`src/rtl/alu_share_pkg.sv`:
```
// Shared types and widths for the shared-ALU controller (perf counters via ALU_SHARE_PERF_EN).
package alu_share_pkg;

  localparam int DATA_W = 64;
  localparam int SEL_W  = 5;
  localparam int RES_W  = 128;
  localparam logic [SEL_W-1:0] LAST_OP = 5'd21;

  typedef enum logic [SEL_W-1:0] {
    ADD  = 5'd0,  SUB  = 5'd1,  MUL  = 5'd2,  DIV  = 5'd3,
    MOD  = 5'd4,  LOR  = 5'd5,  LAND = 5'd6,  NOTA = 5'd7,
    NOTB = 5'd8,  XOR  = 5'd9,  XNOR = 5'd10, NAND = 5'd11,
    NOR  = 5'd12, ROLA = 5'd13, RORA = 5'd14, ROLB = 5'd15,
    RORB = 5'd16, SHLA = 5'd17, SHRA = 5'd18, SHLB = 5'd19,
    SHRB = 5'd20, GT   = 5'd21
  } alu_op_e;

  typedef enum logic [1:0] {
    ST_IDLE   = 2'd0,
    ST_SETTLE = 2'd1,
    ST_RESP   = 2'd2
  } state_e;

endpackage

```
`src/rtl/alu_share_rr_arb.sv`:
```
// Two-way round-robin grant: a lone requester wins, a tie goes to the one not served last.
module alu_share_rr_arb
  import alu_share_pkg::*;
(
  input  logic [1:0] valid,
  input  logic       last_id,
  output logic [1:0] grant
);

  always_comb begin
    grant = 2'b00;
    case (valid)
      2'b01:   grant = 2'b01;
      2'b10:   grant = 2'b10;
      2'b11:   grant = last_id ? 2'b01 : 2'b10;
      default: grant = 2'b00;
    endcase
  end

endmodule

```
`src/rtl/alu_share_ctrl.sv`:
```
// Shares one combinational ALU between two requesters; operands are registered and held for a
// settle window before the result is sampled. Define ALU_SHARE_PERF_EN for perf counters.
module alu_share_ctrl #(
  parameter int DATA_W        = alu_share_pkg::DATA_W,
  parameter int SEL_W         = alu_share_pkg::SEL_W,
  parameter int RES_W         = alu_share_pkg::RES_W,
  parameter int SETTLE_CYCLES = 2,
  parameter logic [SEL_W-1:0] LAST_OP = alu_share_pkg::LAST_OP
) (
  input  logic              clk,
  input  logic              rst,
  input  logic              req0_valid,
  output logic              req0_ready,
  input  logic [DATA_W-1:0] req0_a,
  input  logic [DATA_W-1:0] req0_b,
  input  logic [SEL_W-1:0]  req0_sel,
  input  logic              req1_valid,
  output logic              req1_ready,
  input  logic [DATA_W-1:0] req1_a,
  input  logic [DATA_W-1:0] req1_b,
  input  logic [SEL_W-1:0]  req1_sel,
  output logic              rsp_valid,
  input  logic              rsp_ready,
  output logic              rsp_id,
  output logic              rsp_err,
  output logic [RES_W-1:0]  rsp_data,
`ifdef ALU_SHARE_PERF_EN
  output logic [31:0]       perf_ops0,
  output logic [31:0]       perf_ops1,
  output logic [31:0]       perf_stall,
`endif
  output logic [DATA_W-1:0] alu_a,
  output logic [DATA_W-1:0] alu_b,
  output logic [SEL_W-1:0]  alu_sel,
  input  logic [RES_W-1:0]  alu_c
);
  import alu_share_pkg::*;

  localparam int CNT_W = 4;

  typedef struct packed {
    logic [DATA_W-1:0] a;
    logic [DATA_W-1:0] b;
    logic [SEL_W-1:0]  sel;
  } cmd_t;

  state_e           state_q, state_d;
  logic [CNT_W-1:0] cnt_q;
  logic             last_id_q;
  logic [1:0]       grant;
  cmd_t             cmd_g;
  logic             gnt_id, accept, illegal, rsp_hs;

  alu_share_rr_arb u_arb (
    .valid   ({req1_valid, req0_valid}),
    .last_id (last_id_q),
    .grant   (grant)
  );

  assign gnt_id     = grant[1];
  assign req0_ready = (state_q == ST_IDLE) && grant[0];
  assign req1_ready = (state_q == ST_IDLE) && grant[1];
  assign accept     = (state_q == ST_IDLE) && (|grant);
  assign cmd_g      = gnt_id ? {req1_a, req1_b, req1_sel} : {req0_a, req0_b, req0_sel};
  assign illegal    = cmd_g.sel > LAST_OP;
  assign rsp_hs     = rsp_valid && rsp_ready;

  always_ff @(posedge clk or posedge rst) begin
    if (rst) state_q <= ST_IDLE;
    else     state_q <= state_d;
  end

  always_comb begin
    state_d = state_q;
    case (state_q)
      ST_IDLE:   if (accept) state_d = illegal ? ST_RESP : ST_SETTLE;
      ST_SETTLE: if (cnt_q == '0) state_d = ST_RESP;
      ST_RESP:   if (rsp_hs) state_d = ST_IDLE;
      default:   state_d = ST_IDLE;
    endcase
  end

  // Illegal ops enter RESP with rsp_valid still low; it rises on the first RESP cycle.
  always_ff @(posedge clk or posedge rst) begin
    if (rst) begin
      rsp_valid <= 1'b0;
      rsp_id    <= 1'b0;
      rsp_err   <= 1'b0;
      rsp_data  <= '0;
      alu_a     <= '0;
      alu_b     <= '0;
      alu_sel   <= '0;
      cnt_q     <= '0;
      last_id_q <= 1'b1;
    end else begin
      case (state_q)
        ST_IDLE: if (accept) begin
          alu_a     <= cmd_g.a;
          alu_b     <= cmd_g.b;
          alu_sel   <= cmd_g.sel;
          last_id_q <= gnt_id;
          rsp_id    <= gnt_id;
          cnt_q     <= CNT_W'(SETTLE_CYCLES - 1);
          if (illegal) begin
            rsp_err  <= 1'b1;
            rsp_data <= '0;
          end
        end
        ST_SETTLE: begin
          if (cnt_q == '0) begin
            rsp_data  <= alu_c;
            rsp_err   <= 1'b0;
            rsp_valid <= 1'b1;
          end else begin
            cnt_q <= cnt_q - CNT_W'(1);
          end
        end
        ST_RESP: begin
          if (!rsp_valid)    rsp_valid <= 1'b1;
          else if (rsp_ready) rsp_valid <= 1'b0;
        end
        default: ;
      endcase
    end
  end

`ifdef ALU_SHARE_PERF_EN
  always_ff @(posedge clk or posedge rst) begin
    if (rst) begin
      perf_ops0  <= '0;
      perf_ops1  <= '0;
      perf_stall <= '0;
    end else begin
      if (rsp_hs && !rsp_id)         perf_ops0  <= perf_ops0 + 32'd1;
      if (rsp_hs && rsp_id)          perf_ops1  <= perf_ops1 + 32'd1;
      if (rsp_valid && !rsp_ready)   perf_stall <= perf_stall + 32'd1;
    end
  end
`endif

endmodule

```
`config.mk`:
```
export PLATFORM = sky130hd
export DESIGN_NAME = alu_share_ctrl
export DESIGN_NICKNAME = d
export VERILOG_FILES = /design/src/rtl/alu_share_pkg.sv /design/src/rtl/alu_share_rr_arb.sv /design/src/rtl/alu_share_ctrl.sv
export SDC_FILE = /design/constraint.sdc
export NUM_CORES = 1
export LEC_CHECK = 0
export CAP_MARGIN = 20
export CORE_AREA = 2 2 255 257
export CTS_BUF_LIST = sky130_fd_sc_hd__clkbuf_4 sky130_fd_sc_hd__clkbuf_8
export DETAILED_ROUTE_END_ITERATION = 10
export DIE_AREA = 0 0 257 259
export GPL_TIMING_DRIVEN = 0
export PLACE_DENSITY_LB_ADDON = 0.15
export SETUP_SLACK_MARGIN = 0.02
export SLEW_MARGIN = 20
export SYNTH_ARGS = -nofsm -noshare
export SYNTH_HDL_FRONTEND = slang
export SYNTH_HIERARCHICAL = 1
export SYNTH_SLANG_ARGS = --single-unit
```
`constraint.sdc`:
```
create_clock -name clk -period 15.9 [get_ports clk]
set_input_delay 1.59 -clock clk [delete_from_list [all_inputs] [get_ports clk]]
set_output_delay 1.59 -clock clk [all_outputs]
set_load 0.02 [all_outputs]
```
==> out/results.ini <==
[worst_setup_path]
worstPathArrival_ps = 4810
critical_path_class = primary input to primary output
r2r_slack_ps = 12640
crit_family = buffers and inverters
cp-end-kind = primary output
worst_setup_path_start_kind = primary input
path_buf_inv = 4
path_max_fanout = 10
critPathMaxStageDelay_ps = 830
cp_num_cells = 6
cpMaxStageDelayCell = buf_1
rr_worst_depth = 6
cp_cell_sequence = clkdlybuf4s50_1, a21boi_0, buf_2, buf_1, and2_1, clkdlybuf4s50_1
cp-startpoint = req1_valid
r2r_start = last_id_q$_DFFE_PP1P_
required_ps = 14310
path_common_cell = clkdlybuf4s50_1

[grt]
antenna_found_initial = 6
overflow = 0
grt_pass1_wl_um = 77200
grt_pass1_vias = 11906
track_usage_pct = 15.4
grt_max_degree = 94

[place]
dpl_cell_area_sq_mm = 0.0200
place_hpwl_um = 41200
gp_congestion = 0.838
io_buffers = 664

[synth]
yosysWarnings = 6
synth_cell_type_count = 32
yosys-top-cells-count = dfrtp_1 (270), nand2_1 (267), mux2i_1 (261)
post_synth.cell_area_avg_sq_um = 10.4
syn_nets = 1575
yosysSeqAreaShare_pct = 55.6
synth_edf_count = 0
synthCells = 1174
ys_ff_latch = 271
syn_area_sq_mm = 0.0122
synth_top_area_share_pct = 55.3
yosys_most_used_dff = dfrtp_1
synthArstFlopShare_pct = 100
synth.most_common_cell = dfrtp_1
synthTopCellsByArea = dfrtp_1 (55%), mux2i_1 (21%), nand2_1 (8.2%)
synth.largest_area_cell = dfrtp_1

[timing]
clock.fmax_ghz = 0.156
slew_viol_final = 0
report.final.hold_viol_count = 0
finalCritPeriodShare_pct = 40.3
timing.final.crit_period_ps = 6400
tightestPinTransition_ps = 1050
rsz0062_at_grt = false
finalSetupTns_ps = 0
setup_viol = 0
skew_ps = 24.5
slew-limit-headroom_pct = 29.9

[routing]
drc = 0
drtIter0Drc = 292
routedWlPerCell_um = 18.8
num_vias = 10987
viasPerCell = 3.93
wirelength_um = 52600
firstDrtPassIters = 4
ant_nets = 0

[clocking]
cts_made_buffers = 54
cts.clk_slew.worst_paths_ps = 70
clock_latency_ps = 620
post-cts-setup-buffer-count = 0
postCtsHoldBufs = 0
ctsResizeCount = 0
cts_sinks = 271
htreeDepth = 2
clock_path_buffers = 3
cts_tree = yes
clockRootBuffer = clkbuf_8

[power]
switchingPower_mw = 1.69
pwr-share-comb_pct = 51.8
seqPwrFrac_pct = 29.0
p_sw_share_pct = 40.9
ir_drop_mv = 0.0584
power_density_mw_per_mm2 = 195
clkPwrFrac_pct = 19.2
power.total_mw = 4.15
internal_power_mw = 2.45
power.leakage_nw = 8.99

[floorplan]
rows = 93
initial_utilization_pct = 19.1
io_pins = 665
core-area_sq_mm = 0.0639
die_x_um = 257
die_area_sq_mm = 0.0666
die_y_um = 259

[min_path]
min_from = rsp_id$_DFFE_PP0P_
hp-class = register to register
hold_depth = 1

[finish]
fillers = 6470
fin_util_pct = 33.3
final_layout_size_suffix_gt1_share_pct = 7.32
final_nets = 2298
area_growth_pct = 74.0
design_area_sq_mm = 0.0212

[run]
drv_cap = 0

[outcome]
status = finished, final reports clean

[area by class of cell]
| type | instances | area, sq um | area share (%) |
|---|---|---|---|
| inverters | 135 | 514 | 2.42 |
| clock buffers | 92 | 1130 | 5.31 |
| multi-input cells | 695 | 4520 | 21.3 |
| repair buffers | 667 | 6730 | 31.7 |
| clock inverters | 7 | 87.6 | 0.412 |
| flip-flops and latches | 271 | 6780 | 31.9 |
| well taps | 855 | 1070 | 5.04 |
| plain buffers | 73 | 403 | 1.90 |
| diodes | 4 | 10.0 | 0.0471 |
[flip-flops by register name, indices dropped and copies added (netlist names)]
name and cells:
cnt_q 4, rsp_id 1, rsp_data 128, alu_b 64, last_id_q 1, alu_a 64, state_q 2, rsp_valid 1
alu_sel 5, rsp_err 1
[layer usage]
layer | vias to the layer above | track usage (%) | share of wire (%)
met1 | 5192 | 16.8 | 38
met2 | 443 | 27.6 | 51
met4 | 4 | 4.36 | 2.4
li1 | 5267 | - | -
met5 | - | 0 | 0.051
met3 | 81 | 5.98 | 9.1
[worst paths after layout]
check,endpoint
worst min-delay path,rsp_id$_DFFE_PP0P_
worst max-delay path,req1_ready
worst min register to register,rsp_id$_DFFE_PP0P_
max in group asynchronous,alu_b[22]$_DFFE_PP0P_
min in group asynchronous,rsp_data[35]$_DFFE_PP0P_
worst max register to register,alu_a[4]$_DFFE_PP0P_
[power by group through the flow]
stage	Combinational (mW)	Clock [mW]	Sequential, mW
after global placement	2.19	0	1.21
after global routing	2.32	0.869	1.25
after CTS	2.20	0.840	1.21
after floorplan	0.697	0	1.59
after detailed placement	2.19	0	1.21
final	2.15	0.797	1.20
[cells by family (layout without fill, tap and decap cells)]
logic type | count (synthesis) | count (layout) | share of synthesized area [%]
mux | 262 | 262 | 21.5
flops | 271 | 271 | 55.6
buf+inv | 208 | 974 | 7.45
xor+xnor | 2 | 2 | 0.143
fa+ha+maj | 2 | 2 | 0.205
other cells | 0 | 4 | 0
compound gates | 146 | 146 | 6.25
simple gates | 283 | 283 | 8.91
[layout by cell type (no fill, tap or decap), types with 2 or more instances in the layout]
master and instances:
nand3_1 3, dfrtp_1 270, clkbuf_1 23, xor2_1 2, o21a_1 3, ha_1 2, o21ai_2 2, diode_2 4
nor2_1 5, a21o_1 2, nand2_1 267, bufinv_16 2, clkbuf_8 70, buf_1 14, nand2b_1 2, buf_16 3
clkbuf_4 22, clkdlybuf4s50_1 664, o21ai_1 132, o21ai_0 2, buf_6 13, clkinv_2 4, mux2i_1 261, inv_1 134
buf_2 22
[per-stage QoR]
step	instances	hold slack (ps)	worst slack, ps
floorplan	1174	482	6840
global placement	2693	468	2200
detailed placement	2696	470	9350
CTS	2795	487	9350
global route	2798	504	9180
finish	2799	476	9500
No activity file was read; power rests on OpenSTA's default activity.
